**config.mk**
```make
export PLATFORM = sky130hd
export DESIGN_NAME = alu_op_decoder
export DESIGN_NICKNAME = d
export VERILOG_FILES = /design/src/rtl/alu_pkg.sv /design/src/rtl/alu_op_dec_comb.sv /design/src/rtl/alu_op_decoder.sv
export SDC_FILE = /design/constraint.sdc
export NUM_CORES = 1
export LEC_CHECK = 0
export ABC_AREA = 1
export CAP_MARGIN = 5
export CORE_ASPECT_RATIO = 1.25
export CORE_UTILIZATION = 40
export CTS_BUF_LIST = sky130_fd_sc_hd__clkbuf_2 sky130_fd_sc_hd__clkbuf_4 sky130_fd_sc_hd__clkbuf_8
export CTS_CLUSTER_DIAMETER = 50
export DETAILED_ROUTE_END_ITERATION = 7
export PLACE_DENSITY = 0.71
export SETUP_SLACK_MARGIN = 0.4
export SKIP_CTS_REPAIR_TIMING = 1
export SLEW_MARGIN = 20
export SYNTH_ARGS = -nofsm -noshare
export SYNTH_HDL_FRONTEND = slang
export SYNTH_HIERARCHICAL = 1
export SYNTH_SLANG_ARGS = --single-unit
export TNS_END_PERCENT = 50
```
**constraint.sdc**
```tcl
create_clock -name clk -period 3.04 [get_ports clk]
set_input_delay 0.608 -clock clk [delete_from_list [all_inputs] [get_ports clk]]
set_output_delay 0.608 -clock clk [all_outputs]
set_load 0.05 [all_outputs]
```
**src/rtl/alu_pkg.sv**
```systemverilog
// rtl/alu_pkg.sv - shared ALUop indices, opcode/funct encodings and decode bundle type
package alu_pkg;

  localparam int OP_WIDTH   = 12;
  localparam int DATA_WIDTH = 32;

  localparam int OP_ADD  = 0;
  localparam int OP_SUB  = 1;
  localparam int OP_AND  = 2;
  localparam int OP_OR   = 3;
  localparam int OP_NOR  = 4;
  localparam int OP_XOR  = 5;
  localparam int OP_SLT  = 6;
  localparam int OP_SLTU = 7;
  localparam int OP_SLL  = 8;
  localparam int OP_SRL  = 9;
  localparam int OP_SRA  = 10;
  localparam int OP_LUI  = 11;

  localparam logic [5:0] OPC_RTYPE = 6'b000000;
  localparam logic [5:0] OPC_ADDI  = 6'b001000;
  localparam logic [5:0] OPC_ADDIU = 6'b001001;
  localparam logic [5:0] OPC_SLTI  = 6'b001010;
  localparam logic [5:0] OPC_SLTIU = 6'b001011;
  localparam logic [5:0] OPC_ANDI  = 6'b001100;
  localparam logic [5:0] OPC_ORI   = 6'b001101;
  localparam logic [5:0] OPC_XORI  = 6'b001110;
  localparam logic [5:0] OPC_LUI   = 6'b001111;
  localparam logic [5:0] OPC_LW    = 6'b100011;
  localparam logic [5:0] OPC_SW    = 6'b101011;

  localparam logic [5:0] FN_SLL  = 6'b000000;
  localparam logic [5:0] FN_SRL  = 6'b000010;
  localparam logic [5:0] FN_SRA  = 6'b000011;
  localparam logic [5:0] FN_SLLV = 6'b000100;
  localparam logic [5:0] FN_SRLV = 6'b000110;
  localparam logic [5:0] FN_SRAV = 6'b000111;
  localparam logic [5:0] FN_ADD  = 6'b100000;
  localparam logic [5:0] FN_ADDU = 6'b100001;
  localparam logic [5:0] FN_SUB  = 6'b100010;
  localparam logic [5:0] FN_SUBU = 6'b100011;
  localparam logic [5:0] FN_AND  = 6'b100100;
  localparam logic [5:0] FN_OR   = 6'b100101;
  localparam logic [5:0] FN_XOR  = 6'b100110;
  localparam logic [5:0] FN_NOR  = 6'b100111;
  localparam logic [5:0] FN_SLT  = 6'b101010;
  localparam logic [5:0] FN_SLTU = 6'b101011;

  typedef struct packed {
    logic [OP_WIDTH-1:0]   aluop;
    logic                  a_shamt;
    logic                  b_imm;
    logic [DATA_WIDTH-1:0] imm;
    logic                  illegal;
  } dec_bundle_t;

  function automatic logic [OP_WIDTH-1:0] onehot(input int idx);
    return OP_WIDTH'(1) << idx;
  endfunction

endpackage

```
**src/rtl/alu_op_dec_comb.sv**
```systemverilog
// rtl/alu_op_dec_comb.sv - combinational MIPS instruction to decode bundle
module alu_op_dec_comb
  import alu_pkg::*;
(
  input  logic [DATA_WIDTH-1:0] inst_i,
  output dec_bundle_t           bundle_o
);

  logic [5:0]            opcode;
  logic [5:0]            funct;
  logic [DATA_WIDTH-1:0] simm;
  logic [DATA_WIDTH-1:0] zimm;

  assign opcode = inst_i[31:26];
  assign funct  = inst_i[5:0];
  assign simm   = {{16{inst_i[15]}}, inst_i[15:0]};
  assign zimm   = {16'b0, inst_i[15:0]};

  always_comb begin
    bundle_o = '0;
    case (opcode)
      OPC_RTYPE: begin
        case (funct)
          FN_ADD, FN_ADDU: bundle_o.aluop = onehot(OP_ADD);
          FN_SUB, FN_SUBU: bundle_o.aluop = onehot(OP_SUB);
          FN_AND:          bundle_o.aluop = onehot(OP_AND);
          FN_OR:           bundle_o.aluop = onehot(OP_OR);
          FN_XOR:          bundle_o.aluop = onehot(OP_XOR);
          FN_NOR:          bundle_o.aluop = onehot(OP_NOR);
          FN_SLT:          bundle_o.aluop = onehot(OP_SLT);
          FN_SLTU:         bundle_o.aluop = onehot(OP_SLTU);
          FN_SLL: begin bundle_o.aluop = onehot(OP_SLL); bundle_o.a_shamt = 1'b1; end
          FN_SRL: begin bundle_o.aluop = onehot(OP_SRL); bundle_o.a_shamt = 1'b1; end
          FN_SRA: begin bundle_o.aluop = onehot(OP_SRA); bundle_o.a_shamt = 1'b1; end
          FN_SLLV:         bundle_o.aluop = onehot(OP_SLL);
          FN_SRLV:         bundle_o.aluop = onehot(OP_SRL);
          FN_SRAV:         bundle_o.aluop = onehot(OP_SRA);
          default:         bundle_o.illegal = 1'b1;
        endcase
      end
      OPC_ADDI, OPC_ADDIU, OPC_LW, OPC_SW: begin
        bundle_o.aluop = onehot(OP_ADD);  bundle_o.b_imm = 1'b1; bundle_o.imm = simm;
      end
      OPC_SLTI: begin
        bundle_o.aluop = onehot(OP_SLT);  bundle_o.b_imm = 1'b1; bundle_o.imm = simm;
      end
      OPC_SLTIU: begin
        bundle_o.aluop = onehot(OP_SLTU); bundle_o.b_imm = 1'b1; bundle_o.imm = simm;
      end
      OPC_ANDI: begin
        bundle_o.aluop = onehot(OP_AND);  bundle_o.b_imm = 1'b1; bundle_o.imm = zimm;
      end
      OPC_ORI: begin
        bundle_o.aluop = onehot(OP_OR);   bundle_o.b_imm = 1'b1; bundle_o.imm = zimm;
      end
      OPC_XORI: begin
        bundle_o.aluop = onehot(OP_XOR);  bundle_o.b_imm = 1'b1; bundle_o.imm = zimm;
      end
      OPC_LUI: begin
        bundle_o.aluop = onehot(OP_LUI);  bundle_o.b_imm = 1'b1; bundle_o.imm = zimm;
      end
      default: bundle_o.illegal = 1'b1;
    endcase
  end

endmodule

```
**src/rtl/alu_op_decoder.sv**
```systemverilog
// rtl/alu_op_decoder.sv - skid-buffered ALUop decoder; ALU_DEC_STAT_EN enables stat counters
module alu_op_decoder
  import alu_pkg::*;
(
  input  logic                  clk,
  input  logic                  rst,
  input  logic                  flush,
  input  logic                  in_valid,
  output logic                  in_ready,
  input  logic [DATA_WIDTH-1:0] in_inst,
  output logic                  out_valid,
  input  logic                  out_ready,
  output logic [OP_WIDTH-1:0]   out_aluop,
  output logic                  out_a_shamt,
  output logic                  out_b_imm,
  output logic [DATA_WIDTH-1:0] out_imm,
  output logic                  out_illegal,
  output logic [31:0]           stat_accepted,
  output logic [31:0]           stat_illegal
);

  dec_bundle_t dec;
  dec_bundle_t main_q, main_d;
  dec_bundle_t skid_q, skid_d;
  logic        main_valid_q, main_valid_d;
  logic        skid_valid_q, skid_valid_d;
  logic        in_ready_q, in_ready_d;
  logic        accept;
  logic        drain;

  alu_op_dec_comb u_dec (
    .inst_i   (in_inst),
    .bundle_o (dec)
  );

  assign accept = in_valid & in_ready_q & ~flush;
  assign drain  = main_valid_q & out_ready;

  always_comb begin
    main_d       = main_q;
    skid_d       = skid_q;
    main_valid_d = main_valid_q;
    skid_valid_d = skid_valid_q;
    if (flush) begin
      main_d       = '0;
      skid_d       = '0;
      main_valid_d = 1'b0;
      skid_valid_d = 1'b0;
    end else if (skid_valid_q) begin
      // in_ready is low here, so only the skid-to-main promotion can happen
      if (drain) begin
        main_d       = skid_q;
        skid_valid_d = 1'b0;
      end
    end else if (!main_valid_q || drain) begin
      main_valid_d = accept;
      if (accept) main_d = dec;
    end else if (accept) begin
      skid_d       = dec;
      skid_valid_d = 1'b1;
    end
    in_ready_d = ~skid_valid_d;
  end

  always_ff @(posedge clk or posedge rst) begin
    if (rst) begin
      main_q       <= '0;
      skid_q       <= '0;
      main_valid_q <= 1'b0;
      skid_valid_q <= 1'b0;
      in_ready_q   <= 1'b1;
    end else begin
      main_q       <= main_d;
      skid_q       <= skid_d;
      main_valid_q <= main_valid_d;
      skid_valid_q <= skid_valid_d;
      in_ready_q   <= in_ready_d;
    end
  end

  assign in_ready    = in_ready_q;
  assign out_valid   = main_valid_q;
  assign out_aluop   = main_q.aluop;
  assign out_a_shamt = main_q.a_shamt;
  assign out_b_imm   = main_q.b_imm;
  assign out_imm     = main_q.imm;
  assign out_illegal = main_q.illegal;

`ifdef ALU_DEC_STAT_EN
  logic [31:0] acc_cnt_q, acc_cnt_d;
  logic [31:0] ill_cnt_q, ill_cnt_d;

  always_comb begin
    acc_cnt_d = acc_cnt_q + {31'b0, accept};
    ill_cnt_d = ill_cnt_q + {31'b0, accept & dec.illegal};
  end

  always_ff @(posedge clk or posedge rst) begin
    if (rst) begin
      acc_cnt_q <= '0;
      ill_cnt_q <= '0;
    end else begin
      acc_cnt_q <= acc_cnt_d;
      ill_cnt_q <= ill_cnt_d;
    end
  end

  assign stat_accepted = acc_cnt_q;
  assign stat_illegal  = ill_cnt_q;
`else
  assign stat_accepted = '0;
  assign stat_illegal  = '0;
`endif

endmodule

```
; Word-level counts from Yosys, hierarchy flattened
; Cells that the tools add are included.
[classes]
bitwise = 5
mux = 23
n_reduce_logical = 22
eq_ne = 28
[op_table]
columns = op, n
row1 = $mux W47, 8
row2 = $pmux W11 S11, 1
row3 = $pmux W12 S8, 1
row4 = $eq A6 B6 Y1 const B, 12
row5 = $pmux W33 S2, 1
row6 = $eq A6 B4 Y1 const B, 8
row7 = $eq A6 B3 Y1 const B, 3
row8 = $reduce_or A16 Y1, 1
row9 = $eq A6 B2 Y1 const B, 2
row10 = $logic_not A6 Y1, 2
row11 = $mux W1, 11
row12 = $reduce_or A10 Y1, 1
row13 = $reduce_or A2 Y1, 5
row14 = $reduce_or A4 Y1, 2
row15 = $reduce_and A3 Y1, 2
row16 = $reduce_bool A3 Y1, 2
row17 = $reduce_or A6 Y1, 1
row18 = $ne A2 B2 Y1 const B, 2
row19 = $reduce_bool A2 Y1, 2
row20 = $and A1 B1 Y1, 3
row21 = $ne A3 B2 Y1 const B, 1
row22 = $reduce_or A3 Y1, 1
row23 = $not A1 Y1, 2
row24 = $pmux W1 S2, 1
row25 = other kinds (3), 3
[totals]
inputBits = 37
out_inout_bits = 113
regBits = 97
word_cells = 91

; Longest topological paths before layout
; Gate-level depths: netlist of run 1.
[logic_depth]
depth_word = 8
ltp_mapped = 12
mapped_depth_nobuf = 12

; Cells and area by module
; Netlist of run 1, hierarchy kept.
[modules_own_cells]
columns = mod, seq_area_each_um2, area_per_inst_um2, cells_each, instances
row1 = alu_op_decoder, 2428.6, 5033.6, 654, 1
row2 = alu_op_dec_comb, 0.0, 628.1, 113, 1

; Least setup slack after synthesis of run 1
; No wires, ideal clock.
[synth_timing]
path_type = input -> register
start = input port in_inst[31]
end = register main_q, in the netlist out_imm[20]
path_stages = 11
arrival_ns = 2.201
n_path_buf = 1
setup_ns = 0.066
path_slack_ns = 0.773
required_time_ns = 2.974
path_cell_list = nor2_4 nand2_4 inv_1 nand2_1 and2_1 a21oi_1 buf_4 nand2_1 nand2_1 nand3_1 nand2_1
[synth_rtl]
columns = item, line_no
row1 = start: declaration, alu_op_decoder.sv:10  ; input logic [DATA_WIDTH-1:0] in_inst,
row2 = end signal: assignment, alu_op_decoder.sv:73  ; main_q <= main_d;
row3 = end: declaration, alu_op_decoder.sv:23  ; dec_bundle_t main_q, main_d;

; Final worst setup path of run 1
[layout_timing]
start = register in_ready_q, in the netlist in_ready
end = output port in_ready
[layout_rtl]
columns = item, line_no
row1 = start: declaration, alu_op_decoder.sv:27  ; logic in_ready_q, in_ready_d;
row2 = start signal: assignment, alu_op_decoder.sv:77  ; in_ready_q <= in_ready_d;
row3 = end: declaration, alu_op_decoder.sv:9  ; output logic in_ready,
; No word-level cell between the ends.

==> results of run 1 <==
-- per-layer routing --
metal	global-route usage, %	part of all wire [%]	wire, um	up-vias
li1	-	-	-	2371
met1	22.2	42	5490	2237
met2	33.2	52	6710	143
met3	3.04	4.5	588	14
met4	6.68	1.5	196	0
met5	0	0	0	-
-- worst max-delay path by stage --
stage / startpoint / endpoint / depth (start not counted)
floorplan: in_inst[31] / out_imm[20] / 11
global placement: in_inst[26] / out_imm[25] / 12
detailed placement: in_inst[26] / out_imm[25] / 12
CTS: in_ready / in_ready / 1
global route: in_ready / in_ready / 1
finish: in_ready / in_ready / 1
-- state kept, by name (all words and copies together) (netlist names) --
name	cells
in_ready	1
skid_q	47
out_illegal	1
out_imm	32
out_b_imm	1
out_a_shamt	1
out_valid	1
out_aluop	12
skid_valid_q	1
-- per-stage QoR --
step	hold slack (ns)	utilization, %	setup slack [ns]
global placement	0.454	45.0	0.508
detailed placement	0.457	45.0	0.508
floorplan	0.443	-	0.773
finish	0.476	46.7	0.682
CTS	0.481	46.7	0.667
global route	0.492	46.7	0.655
-- layout by cell type, fill, tap and decap left out, types with 3 or more instances in the layout --
cell / n
a21boi_1: 3
nor2_1: 13
a21boi_0: 7
inv_1: 22
dfrtp_1: 95
conb_1: 64
buf_12: 4
nor3_1: 4
nand3_1: 153
a21oi_1: 8
buf_4: 14
nand2_2: 3
inv_2: 3
clkbuf_8: 10
clkdlybuf4s50_1: 75
nor2_4: 4
nand2_1: 307
-- area by class of cell --
type / instances / area [um2]
Tap cell: 175 / 219
Timing Repair Buffer: 93 / 936
Sequential cell: 97 / 2430
Clock inverter: 6 / 90.1
Clock buffer: 10 / 138
Fill cell: 1412 / 7360
Inverter: 26 / 101
Multi-Input combinational cell: 580 / 2530
-- report_power, final --
part | switching [mW] | total (mW) | internal [mW]
sequential | 0.0226 | 1.34 | 1.31
combinational | 0.469 | 0.591 | 0.123
clock | 0.483 | 0.972 | 0.489
-- logic make-up after synthesis --
| group | after synthesis |
|---|---|
| AO/OA/AOI/OAI | 25 |
| other | 1 |
| flip-flops | 97 |
| buffers and inverters | 153 |
| AND/OR/NAND/NOR | 491 |
-- worst reg2reg max path, stage by stage, from the launching register on --
cell     delay, ns
dfrtp_2       0.85
inv_1         0.13
nand2_1       0.10
nand3_2       0.07
nand2_2       0.25
buf_4         0.35
nand2_1       0.10
nand2_1       0.07
==> run_results.csv, run 1 <==
group,metric,value,unit
outcome,status,"completed",
critical_path,crit_buf_inv,1,
floorplan,die_y,135,um
yosys,synthSimpleGateAreaFrac,37.3,%
grt,antenna_found_initial,0,
cells_and_area,area_delta_synth_final,13.9,%
critical_path,crit_arrival,1.75,ns
drt,drcViolationCount,0,
yosys,synth_top_family_by_area,"simple AND/OR/NAND/NOR gates",
critical_path,worst_ep_required_time,2.43,ns
yosys,synth_commonest_cells,"nand2_1, nand3_1, dfrtp_1",
timing,worst_pin_slew,0.768,ns
yosys,async_flop_share,100,%
cells_and_area,layout-drive-gt1-share,6.53,%
grt,grt_pass1_wl,21.4,mm
drt,vias,4765,
grt,gr-total-overflow,0,
clocking,cts_sinks,97,
critical_path,path_class,"reg2out",
yosys,synth_cells,767,
yosys,synth_cell_type_count,29,
critical_path,crit_fanout,3,
timing,setup_tns,0,ns
floorplan,start_util,41.0,%
timing,clock_skew,0.00924,ns
grt,grt_pass1_vias,4436,
drt,drtPass1Iterations,5,
clocking,htree_levels,3,
clocking,root_buffer,"clkbuf_8",
yosys,synth_top_area_share,42.4,%
critical_path,rr_worst_depth,7,
yosys,synth_warnings,6,
yosys,synth_enable_flop_cells,0,
drt,wire_per_inst,13.2,um
yosys,synth-seq-cells,97,
critical_path,r2r_start,"skid_valid_q",
yosys,synth_xor_area_share,0,%
clocking,clock_latency,0.38,ns
timing,max_freq,0.424,GHz
power,p_leak,3.51,nW
floorplan,die_area,14600,um2
grt,grt_max_degree,49,
timing,hold_violations,0,
floorplan,core,13800,um2
drt,drt_iter0_drc,217,
drt,wirelength,13.0,mm
hold_path,min_path_type,"reg2reg",
yosys,yosysMostFrequentCell,"nand2_1",
drt,ant_nets,0,
yosys,syn_avg_cell_area,7.38,um2
cells_and_area,finalInstanceArea,6450,um2
clocking,cts_inserted_buffers,9,
floorplan,die_w,108,um
cells_and_area,n_antenna_cell,0,
timing,setup_viol,0,
hold_path,holdCritStartpoint,"out_imm[18]",
placed_design,gp_congestion,0.879,
power,power.density,450,nW/um2
cells_and_area,instances_no_fill,987,
hold_path,whs_path_depth,2,
hold_path,holdPathEnd,"out_imm[18]",
critical_path,path_cells,"clkdlybuf4s50_1",
critical_path,crit_path_end_kind,"output port",
critical_path,critPathTopFamily,"buffers and inverters",
floorplan,ios,150,
placed_design,placedCellCount,971,
job,drv_cap,0,
grt,grtUsageTotal,18.6,%
timing,finalCritPeriodShare,77.6,%
power,power,2.90,mW
yosys,synthAdderAreaFrac,0,%
yosys,syn_area,5660,um2
critical_path,critPathMaxStageDelay,0.80,ns
placed_design,placement.io_buffers,75,
yosys,synth_area_leader_cell,"dfrtp_1",
yosys,ys_top_cells_by_area,"dfrtp_1, nand2_1, nand3_1, buf_4, buf_2",
placed_design,dpl.hpwl,8.73,mm
timing,rsz0062_at_grt,"no",
floorplan,core.rowCount,48,
yosys,ys.flop_type,"dfrtp_1",
clocking,path_clk_slew,0.10,ns
yosys,synth.mux.area_fraction,0,%
critical_path,r2r-end,"out_imm[2]",
yosys,ys_seq_area_share,42.9,%
power,vdd_ir_drop_max,0.202,mV
placed_design,place_area,6220,um2
clocking,cts_tree,"done",
critical_path,slowest_stage,"clkdlybuf4s50_1",
critical_path,crit_path_start_kind,"flip-flop",
yosys,synth_compound_area_share,2.81,%
cells_and_area,final_nets,844,
timing,slew_headroom,48.7,%
timing,finalMaxSlewViolations,0,
timing,finalCriticalPeriod,2.36,ns
critical_path,ff2ff_setup_slack,1.05,ns
clocking,clock_path_buffers,2,
drt,via_per_inst,4.83,
No activity file was read; power rests on OpenSTA's default activity.
==> run 2: changes to the inputs <==
clock period = 2.1 ns   (was 3.04 ns; I/O delays follow)
==> run_results.csv, run 2 (same netlist as run 1, synthesis figures left out) <==
group,metric,value,unit
outcome,status,"completed",
power,pwr-share-clk,33.2,%
cells_and_area,layout_commonest_cell,"nand2_1",
power,p_comb_share,21.8,%
critical_path,crit_fanout,5,
grt,antenna_found_initial,1,
hold_path,holdCritStartpoint,"out_imm[7]",
clocking,path_clk_slew,0.09,ns
drt,drt_iter0_drc,307,
grt,grt_max_degree,70,
cells_and_area,n_antenna_cell,0,
cells_and_area,final_cell_mix,"nand2_1, nand3_1, dfrtp_1",
placed_design,placement.io_buffers,75,
cells_and_area,layout-drive-gt1-share,11.7,%
timing,setup_slack,0.444,ns
grt,use_met2,33.3,%
critical_path,path_cells,"dlymetal6s2s_1",
critical_path,crit_arrival,1.24,ns
cells_and_area,regArea,2430,um2
critical_path,slowest_stage,"dlymetal6s2s_1",
critical_path,crit_path_end_kind,"output port",
timing,clock_skew,0.00828,ns
critical_path,crit_path_start,"out_valid",
timing,slew_headroom,64.9,%
critical_path,r2r_start,"in_ready",
clocking,cts_sinks,97,
timing,finalCritPeriodShare,78.8,%
clocking,clock_path_buffers,2,
critical_path,worst_ep_required_time,1.68,ns
drt,via_per_inst,4.87,
timing,rsz0062_at_grt,"no",
power,p_leak,4.68,nW
clocking,root_buffer,"clkbuf_8",
cells_and_area,area_delta_synth_final,23.6,%
cells_and_area,final_nets,876,
clocking,htree_levels,3,
critical_path,crit_path_start_kind,"flip-flop",
critical_path,path_class,"reg2out",
cells_and_area,fillCellCount,1347,
timing,holdWs,0.469,ns
power,power.density,611,nW/um2
grt,gr-total-overflow,0,
cells_and_area,multiInputGateArea,2580,um2
clocking,cts_tree,"done",
drt,vias,4960,
floorplan,core,13800,um2
power,vdd_ir_drop_max,0.270,mV
critical_path,critPathMaxStageDelay,0.44,ns
timing,setup_viol,0,
placed_design,dpl.hpwl,8.70,mm
hold_path,min_path_type,"reg2reg",
grt,top_usage_layer,"met2",
job,drv_cap,0,
timing,hold_violations,0,
timing,worst_pin_slew,0.526,ns
clocking,cts_inserted_buffers,9,
power,switching_share,32.8,%
drt,drcViolationCount,0,
floorplan,die_area,14600,um2
grt,globalRouteMet3Util,3.28,%
power,internal_power,2.87,mW
placed_design,gp_congestion,0.890,
drt,ant_nets,0,
critical_path,crit_buf_inv,1,
floorplan,die_w,108,um
drt,wire_per_inst,13.1,um
power,seqPwrFrac,45.0,%
critical_path,critPathTopFamily,"buffers and inverters",
placed_design,pre_cts_slack,-0.134,ns
drt,wirelength,13.3,mm
timing,finalMaxSlewViolations,0,
grt,grtUsageTotal,18.8,%
grt,grt_pass1_vias,4745,
floorplan,core.rowCount,48,
grt,met1_usage,22.6,%
cells_and_area,top_register,"skid_q",
drt,drtPass1Iterations,5,
grt,grt_pass1_wl,21.8,mm
floorplan,die_y,135,um
timing,max_freq,0.604,GHz
power,p_switching,1.40,mW
floorplan,start_util,41.0,%
cells_and_area,largest_reg_flops,47,
clocking,clock_latency,0.38,ns
floorplan,ios,150,
timing,finalCriticalPeriod,1.66,ns
-- run 2: cell types whose count changed in the layout (fill, tap and decap cells not counted), moves of 3 or more --
cell | previous run | this run
nand3_2 | 2 | 5
inv_2 | 3 | 7
buf_12 | 4 | 10
inv_1 | 22 | 18
dlymetal6s2s_1 | 0 | 59
clkdlybuf4s50_1 | 75 | 14
nor2_1 | 13 | 10
nand3_1 | 153 | 150
buf_4 | 14 | 40
-- run 2: final timing paths --
| kind | end | slack (ns) | depth (start not counted) |
|---|---|---|---|
| max in group asynchronous | in_ready | 1.25 | 3 |
| worst min register to register | out_imm[7] | 0.47 | 2 |
| min in group asynchronous | skid_q[46] | 0.49 | 3 |
| worst max register to register | skid_q[40] | 0.65 | 5 |
| worst max-delay path | out_valid | 0.44 | 1 |
| worst min-delay path | out_imm[7] | 0.47 | 2 |
-- run 2: power groups by stage --
stage / clock network, mW / logic, mW / registers [mW]
floorplan: 0 / 0.670 / 2.05
global route: 1.52 / 1.00 / 1.93
CTS: 1.46 / 0.923 / 1.93
global placement: 0 / 0.918 / 1.96
finish: 1.42 / 0.932 / 1.92
detailed placement: 0 / 0.921 / 1.96
-- run 2: area by class of cell --
cell class	instances	share of cell area, %
Tap cell	175	3.13
Clock buffer	11	2.16
Timing Repair Buffer	125	20.4
Clock inverter	5	1.23
Multi-Input combinational cell	580	36.9
Inverter	26	1.45
Sequential cell	97	34.7
-- run 2: worst register-to-register path: cells and delay by family (launching register included) --
family	cells	cell delay [ns]
buffers and inverters	1	0.23
flip-flops	1	0.56
AND/OR/NAND/NOR	4	0.61
-- run 2: metrics by stage --
step / cell area [um2] / instances / total power, mW / utilization [%] / setup TNS, ns
finish: 7000 / 1019 / 4.28 / 50.7 / 0
global route: 7000 / 1019 / 4.45 / 50.7 / 0
detailed placement: 6490 / 998 / 2.88 / 47.0 / -2.77
CTS: 6730 / 1014 / 4.30 / 48.7 / 0
floorplan: 5900 / 830 / 2.72 / - / 0
global placement: 6490 / 998 / 2.88 / 47.0 / -2.17
-- run 2: metal layers --
| metal | routed length [um] | share of wire, % |
|---|---|---|
| met1 | 5670 | 43 |
| met2 | 6690 | 50 |
| met3 | 740 | 5.6 |
| met4 | 206 | 1.5 |
| met5 | 10 | 0.075 |
